## config.mk

```make
export PLATFORM = sky130hd
export DESIGN_NAME = word_byte_serializer
export DESIGN_NICKNAME = d
export VERILOG_FILES = /design/src/rtl/word_byte_serializer.sv
export SDC_FILE = /design/constraint.sdc
export NUM_CORES = 1
export LEC_CHECK = 0
export BUFFER_PORTS_ARGS = -buffer_cell sky130_fd_sc_hd__clkbuf_2
export CAP_MARGIN = 20
export CORE_MARGIN = 1
export CORE_UTILIZATION = 45
export DETAILED_ROUTE_END_ITERATION = 12
export PLACE_DENSITY = 0.79
export REMOVE_ABC_BUFFERS = 1
export SLEW_MARGIN = 15
export SYNTH_ARGS = -nofsm -noshare
export SYNTH_HDL_FRONTEND = slang
export SYNTH_SLANG_ARGS = --single-unit
```

## constraint.sdc

```tcl
create_clock -name clk -period 2.4 [get_ports clk]
set_clock_uncertainty 0.15 [all_clocks]
set_input_delay 0.6 -clock clk [delete_from_list [all_inputs] [get_ports clk]]
set_output_delay 0.6 -clock clk [all_outputs]
set_load 0.02 [all_outputs]
```

## src/rtl/word_byte_serializer.sv

```systemverilog
// Byte serializer for one packed 32-bit word (w, x, y, z) with an optional
// XOR checksum byte at the end. A word is captured on in_valid && in_ready and
// sent one byte per out_valid/out_ready handshake. A new word can be accepted
// in the same cycle as the final-byte handshake, so words go out back to back.
//
//   state | meaning
//   IDLE  | no word held, in_ready=1, out_valid=0
//   SEND  | captured word being sent, out_valid=1
module word_byte_serializer #(
    parameter int CHK_EN = 1
) (
    input  logic       clk,
    input  logic       rst,
    input  logic [7:0] w,
    input  logic [7:0] x,
    input  logic [7:0] y,
    input  logic [7:0] z,
    input  logic       in_valid,
    output logic       in_ready,
    output logic [7:0] out_data,
    output logic       out_valid,
    input  logic       out_ready,
    output logic       out_last,
    output logic       busy
);

    // Index of the final byte: z (3) without checksum, checksum (4) with it.
    localparam logic [2:0] LAST_IDX = (CHK_EN != 0) ? 3'd4 : 3'd3;

    typedef enum logic {
        IDLE,
        SEND
    } state_t;

    state_t     state, state_nx;
    logic [7:0] cap_w, cap_x, cap_y, cap_z, cap_chk;
    logic [7:0] cap_w_nx, cap_x_nx, cap_y_nx, cap_z_nx, cap_chk_nx;
    logic [2:0] idx, idx_nx, idx_inc;
    logic [7:0] out_data_nx, next_byte;
    logic       out_valid_nx, out_last_nx;
    logic       accept, hs;

    // The out_ready -> in_ready path is combinational on purpose: it lets a
    // new word be taken in the same cycle the final byte leaves.
    assign in_ready = !rst && ((state == IDLE) || (out_valid && out_ready && out_last));
    assign accept   = in_valid && in_ready;
    assign hs       = out_valid && out_ready;
    assign busy     = (state == SEND);
    assign idx_inc  = idx + 3'd1;

    // Select the byte that follows the one currently presented.
    always_comb begin
        next_byte = cap_chk;
        case (idx_inc)
            3'd1:    next_byte = cap_x;
            3'd2:    next_byte = cap_y;
            3'd3:    next_byte = cap_z;
            default: next_byte = cap_chk;
        endcase
    end

    // Next-state, capture and output register logic.
    always_comb begin
        state_nx     = state;
        cap_w_nx     = cap_w;
        cap_x_nx     = cap_x;
        cap_y_nx     = cap_y;
        cap_z_nx     = cap_z;
        cap_chk_nx   = cap_chk;
        idx_nx       = idx;
        out_data_nx  = out_data;
        out_valid_nx = out_valid;
        out_last_nx  = out_last;

        if (accept) begin
            // Covers both IDLE accept and accept on the final-byte handshake.
            state_nx     = SEND;
            cap_w_nx     = w;
            cap_x_nx     = x;
            cap_y_nx     = y;
            cap_z_nx     = z;
            cap_chk_nx   = w ^ x ^ y ^ z;
            idx_nx       = 3'd0;
            out_data_nx  = w;
            out_valid_nx = 1'b1;
            out_last_nx  = 1'b0;
        end else if (hs) begin
            if (out_last) begin
                state_nx     = IDLE;
                out_valid_nx = 1'b0;
                out_last_nx  = 1'b0;
            end else begin
                idx_nx      = idx_inc;
                out_data_nx = next_byte;
                out_last_nx = (idx_inc == LAST_IDX);
            end
        end
    end

    // State and datapath registers with synchronous reset.
    always_ff @(posedge clk) begin
        if (rst) begin
            state     <= IDLE;
            cap_w     <= 8'h00;
            cap_x     <= 8'h00;
            cap_y     <= 8'h00;
            cap_z     <= 8'h00;
            cap_chk   <= 8'h00;
            idx       <= 3'd0;
            out_data  <= 8'h00;
            out_valid <= 1'b0;
            out_last  <= 1'b0;
        end else begin
            state     <= state_nx;
            cap_w     <= cap_w_nx;
            cap_x     <= cap_x_nx;
            cap_y     <= cap_y_nx;
            cap_z     <= cap_z_nx;
            cap_chk   <= cap_chk_nx;
            idx       <= idx_nx;
            out_data  <= out_data_nx;
            out_valid <= out_valid_nx;
            out_last  <= out_last_nx;
        end
    end

endmodule

```

==> flow_summary.toml, run 1 <==
[outcome]
status = "finished clean"

[floorplanning]
pin_count = 48
core_area_sq_mm = 0.00482
rows = 25
die_h_um = 73.6
start_util_pct = 47.9
die_x_um = 73.6
die_area_sq_mm = 0.00541

[power]
pwr-share-comb_pct = 18.9
power_density_mw_per_mm2 = 603
internal-power_uw = 1140
p_leak_uw = 0.000999
p_sw_share_pct = 28.3
ir_worst_vdd_uv = 285
power_switching_uw = 451
power_frac_seq_pct = 52.4
pwr-share-clk_pct = 28.7

[timing]
finalSetupTns_ns = 0
min_period_ns = 2.02
fmax_mhz = 496
slew-limit-headroom_pct = 65.0
worst-slew-pin-transition_ns = 0.524
slew_viol_final = 0
fin_crit_sh_pct = 84.0
rsz0062_at_grt = "false"
hold_violations = 0
setup_viol = 0

[grt]
grt_max_degree = 46
grt_overflow = 0
grt_pass1_vias = 1938
grt_antenna_before_repair = 0
grt_first_pass_wirelength_um = 8510
gr-usage-all-layers_pct = 20.6

[hold_path]
min_path_type = "register to register"

[finish]
area_growth_pct = 14.6
fin_nets = 348
drive_gt1_share_pct = 21.4
nFillCells = 490
utilization_pct = 54.9
diodes = 0
multi_input_area_sq_mm = 0.00124
seq_area_sq_um = 901

[synth]
synthDistinctLibCells = 37
seq_area_frac_synth_pct = 39.1
synth_edf_count = 0
async_reset_ff_share_pct = 0
synth_flop_cell = "dfxtp_1"
synth_cells = 269
syn_area_sq_mm = 0.00231
yosysWarningCount = 0
avgSynthCellArea_sq_um = 8.57
ys_seq_elements = 45

[flow_run]
max_cap_viol_count = 0

[clocking]
cts_hold_buf = 0
cts_setup_buffers = 0
clkTransAtPathRegs_ns = 0.08
cts-root-buf = "clkbuf_8"
cts_tree = "built"
clock_sinks = 45
cts_resized = 0
clock_path_buffers = 2
clk_latency_ns = 0.30
cts_buffers = 5
h-tree-depth = 2

[detailed_routing]
post_drt_wl_per_cell_um = 13.3
detail-route-antenna-nets = 0
via_per_inst = 5.22
drt-pass1-iter-count = 5
drc_errors = 0
vias = 1956
wirelength_um = 4990
dr.first_iter.drc_count = 112

[place]
place.gp.congestion = 0.791
io_buffers = 47
dp_hpwl_um = 3480

[worst_setup_path]
cpPeakStageDelay_ns = 0.51
crit_chain = "inv_1, ha_1, o31ai_2, a221oi_1, o31ai_1"
arrival_ns = 2.08
critPathRequiredTime_ns = 2.47
startpoint_type = "register"
critPathSlowestCell = "o31ai_2"
endpoint_kind = "register"
crit_path_max_fanout = 10
crit_type = "register to register"
==> cell usage in the layout (no fill, tap or decap), types with 2 or more instances in the layout <==
cell	count
clkbuf_2	47
dfxtp_1	45
nand2_1	32
xnor2_1	25
o21ai_0	25
nand2b_1	24
nand3_1	11
nand3b_1	10
a21oi_1	10
o21ai_1	10
inv_1	8
nor2_1	6
ha_1	5
clkbuf_8	5
buf_4	4
a22o_1	3
a221oi_1	3
o31ai_1	3
a22oi_1	3
o211ai_1	3
a211oi_1	3
nor3_1	2
a222oi_1	2
a211oi_2	2
a31oi_1	2
clkinv_2	2
buf_12	2
==> cell usage after synthesis, types with 2 or more instances <==
cell       n  area [sq um]
buf_2      9          45.0
buf_6      5          56.3
o21ai_0   25           125
nor3_1     2          10.0
o21ai_1   10          50.1
clkbuf_1   6          22.5
nor2_1     6          22.5
a221oi_1   3          26.3
a211oi_2   2          25.0
a22o_1     3          26.3
nand2b_1  24           150
a222oi_1   2          20.0
xnor2_1   25           219
o211ai_1   3          22.5
a22oi_1    3          22.5
o31ai_1    3          22.5
nand3b_1  10          75.1
a21oi_1   10          50.1
a211oi_1   3          22.5
inv_1      8          30.0
dfxtp_1   45           901
nand2_1   32           120
nand3_1   11          55.1
ha_1       5          62.6
a31oi_1    2          12.5
==> kinds of logic after synthesis <==
group           after synthesis  synth area share [%]
compound gates               74                  21.1
xor+xnor                     25                  9.50
fa+ha+maj                     5                  2.71
buf+inv                      30                  7.22
flops                        45                  39.1
mux                           1                 0.434
simple gates                 89                  20.0
==> layout make-up <==
class / instances / share of cell area, %
inverter: 8 / 1.14
tap: 67 / 3.17
clock inverter: 2 / 0.379
multi-input combinational: 194 / 46.9
sequential: 45 / 34.1
timing repair buffer: 53 / 11.6
clock buffer: 6 / 2.75
==> through the flow <==
| step | total power (uW) | hold slack [ns] | area, sq um | setup slack [ns] | cells |
|---|---|---|---|---|---|
| 6_report | 1590 | 0.321 | 2640 | 0.384 | 375 |
| 5_1_grt | 1670 | 0.348 | 2640 | 0.220 | 375 |
| 4_1_cts | 1610 | 0.321 | 2640 | 0.377 | 375 |
| 3_5_place_dp | 1150 | 0.308 | 2560 | 0.366 | 367 |
| 3_3_place_gp | 1140 | 0.304 | 2560 | 0.431 | 367 |
| 2_1_floorplan | 1030 | 0.291 | 2170 | -0.171 | 247 |
==> worst paths after layout <==
check	start	to	depth (start not counted)	slack (ns)
max	idx[0]$_SDFFE_PP0P_	out_data[5]$_SDFFE_PP0P_	5	0.38
min	cap_y[5]$_SDFFE_PP0P_	cap_y[5]$_SDFFE_PP0P_	2	0.32
max reg2reg	idx[0]$_SDFFE_PP0P_	out_data[5]$_SDFFE_PP0P_	5	0.38
min reg2reg	cap_y[5]$_SDFFE_PP0P_	cap_y[5]$_SDFFE_PP0P_	2	0.32
==> flip-flops by register name, indices dropped and copies added, names as in the netlist <==
register and cells:
out_last 1, cap_x 8, out_data 8, cap_z 8, busy 1, idx 3, cap_y 8, cap_chk 8
==> power by group through the flow <==
stage / Clock, uW / Combinational (uW) / Sequential (uW)
floorplan: 0 / 172 / 860
global placement: 0 / 294 / 850
detailed placement: 0 / 300 / 852
CTS: 467 / 303 / 836
global route: 498 / 335 / 842
finish: 457 / 301 / 835
==> worst max-delay path: cells and delay by family, from the launching register on <==
kind	cells	cell delay, ns
compound gates	3	0.93
fa+ha+maj	1	0.37
buf+inv	1	0.08
flops	1	0.40
==> metal layers <==
metal	GRT usage, %	wire length, um
met1	25.7	2320
met2	35.3	2410
met3	4.80	193
met4	6.20	75
met5	0	0
(Power assumes the default switching activity.)
==> inputs of run 2 (changes only) <==
- clock period: 2.4 -> 1.95 ns (I/O delays scaled with it)
==> run 2 against run 1 <==
Critical path depth down 2. Non-clock buffer count up 7. Highest routed layer unchanged. Sequential share of layout area down 1.3 points.
==> flow_summary.toml, run 2 (synthesized netlist as in run 1, its figures left out) <==
[power]
p_leak_uw = 0.00104
power_density_mw_per_mm2 = 780
ir_worst_vdd_uv = 591
p_sw_share_pct = 25.9
power_switching_uw = 555
internal-power_uw = 1590
pwr-share-comb_pct = 17.9
pwr-share-clk_pct = 34.0
power_frac_seq_pct = 48.1

[grt]
grt_first_pass_wirelength_um = 8210
grt_max_degree = 29
grt_antenna_before_repair = 0
grt_overflow = 0
gr-usage-all-layers_pct = 20.0
grt_pass1_vias = 1835

[worst_setup_path]
critPathSlowestCell = "dfxtp_1"
endpoint_kind = "output pin"
worst_r2r_startpoint = "idx[0]$_SDFFE_PP0P_"
critPathLaunch = "busy$_SDFFE_PP0P_"
crit_path_max_fanout = 7
crit_type = "register to output pin"
crit_chain = "a21boi_0, nor2_1, clkbuf_2"
arrival_ns = 1.22
startpoint_type = "register"
cpPeakStageDelay_ns = 0.43
critPathRequiredTime_ns = 1.31

[clocking]
cts_buffers = 5
cts_setup_buffers = 0
cts-root-buf = "clkbuf_8"
h-tree-depth = 2
clock_sinks = 45
clk_latency_ns = 0.30
cts_hold_buf = 0
cts_tree = "built"
clkTransAtPathRegs_ns = 0.08
clock_path_buffers = 2
cts_resized = 0

[floorplanning]
core_area_sq_mm = 0.00482
rows = 25
die_area_sq_mm = 0.00541
start_util_pct = 47.9
die_h_um = 73.6
pin_count = 48
die_x_um = 73.6

[place]
place_area_sq_mm = 0.00261
dp_slack_ns = 0.0499
io_buffers = 47
place.gp.congestion = 0.820
dp_hpwl_um = 3590

[detailed_routing]
drc_errors = 0
dr.first_iter.drc_count = 108
wirelength_um = 4940
via_per_inst = 5.21
vias = 1989
post_drt_wl_per_cell_um = 12.9
detail-route-antenna-nets = 0
drt-pass1-iter-count = 4

[finish]
nFillCells = 464
diodes = 0
mostFrequentLayoutCell = "clkbuf_2"
area_growth_pct = 19.0
fin_nets = 355
utilization_pct = 57.0
drive_gt1_share_pct = 24.1
final_area_sq_mm = 0.00275
final_cell_mix = "clkbuf_2 (47), dfxtp_1 (45), nand2_1 (32)"

[timing]
fin_crit_sh_pct = 95.4
fmax_mhz = 538
slew_viol_final = 0
hold_ws_ns = 0.260
finalSetupTns_ns = 0
hold_violations = 0
slew-limit-headroom_pct = 70.3
layout_setup_ws_ns = 0.0906
setup_viol = 0
min_period_ns = 1.86
worst-slew-pin-transition_ns = 0.445
rsz0062_at_grt = "false"

[outcome]
status = "finished clean"

[flow_run]
max_cap_viol_count = 0

[hold_path]
hp-start = "x[2]"
min_path_type = "input pin to register"
==> run 2: cell count changes in the layout (fill, tap and decap cells not counted), sizes merged <==
cell and delta:
buf +7, bufinv +1, clkbuf +1, clkinv -2
==> run 2: critical path: cells and delay by family, from the launching register on <==
family	cells	cell delay (ns)
AO/OA/AOI/OAI	1	0.26
AND/OR/NAND/NOR	1	0.07
buffers and inverters	1	0.16
flip-flops	1	0.43
==> run 2: final timing paths <==
kind                                    to  slack [ns]  depth (start not counted)
setup reg to reg  out_data[5]$_SDFFE_PP0P_        0.13                          7
hold / removal       cap_x[2]$_SDFFE_PP0P_        0.26                          3
setup / recovery                  in_ready        0.09                          3
hold reg to reg      cap_z[7]$_SDFFE_PP0P_        0.32                          2
==> run 2: cell type report <==
cell class                 instances  area (sq um)  area share [%]
multi-input combinational        194          1260            45.8
sequential                        45           901            32.8
inverter                           8          30.0            1.09
clock inverter                     1          30.0            1.09
tap                               67          83.8            3.05
clock buffer                       7          86.3            3.14
timing repair buffer              60           358            13.0
==> run 2: metrics by stage <==
stage	total power, uW	cells
2_1_floorplan	1270	247
3_3_place_gp	1420	374
3_5_place_dp	1430	374
4_1_cts	2140	382
5_1_grt	2230	382
6_report	2140	382
==> run 2: power by group through the flow <==
stage | registers [uW] | logic (uW) | clock network, uW
final | 1030 | 384 | 728
after global routing | 1040 | 428 | 761
after CTS | 1030 | 381 | 731
after detailed placement | 1050 | 378 | 0
after global placement | 1050 | 370 | 0
after floorplan | 1060 | 211 | 0
==> run 2: per-layer routing <==
metal | global-route usage, % | wire, um
met5 | 0 | 0
met4 | 7.91 | 103
met3 | 3.98 | 245
met2 | 32.6 | 2260
met1 | 25.9 | 2330
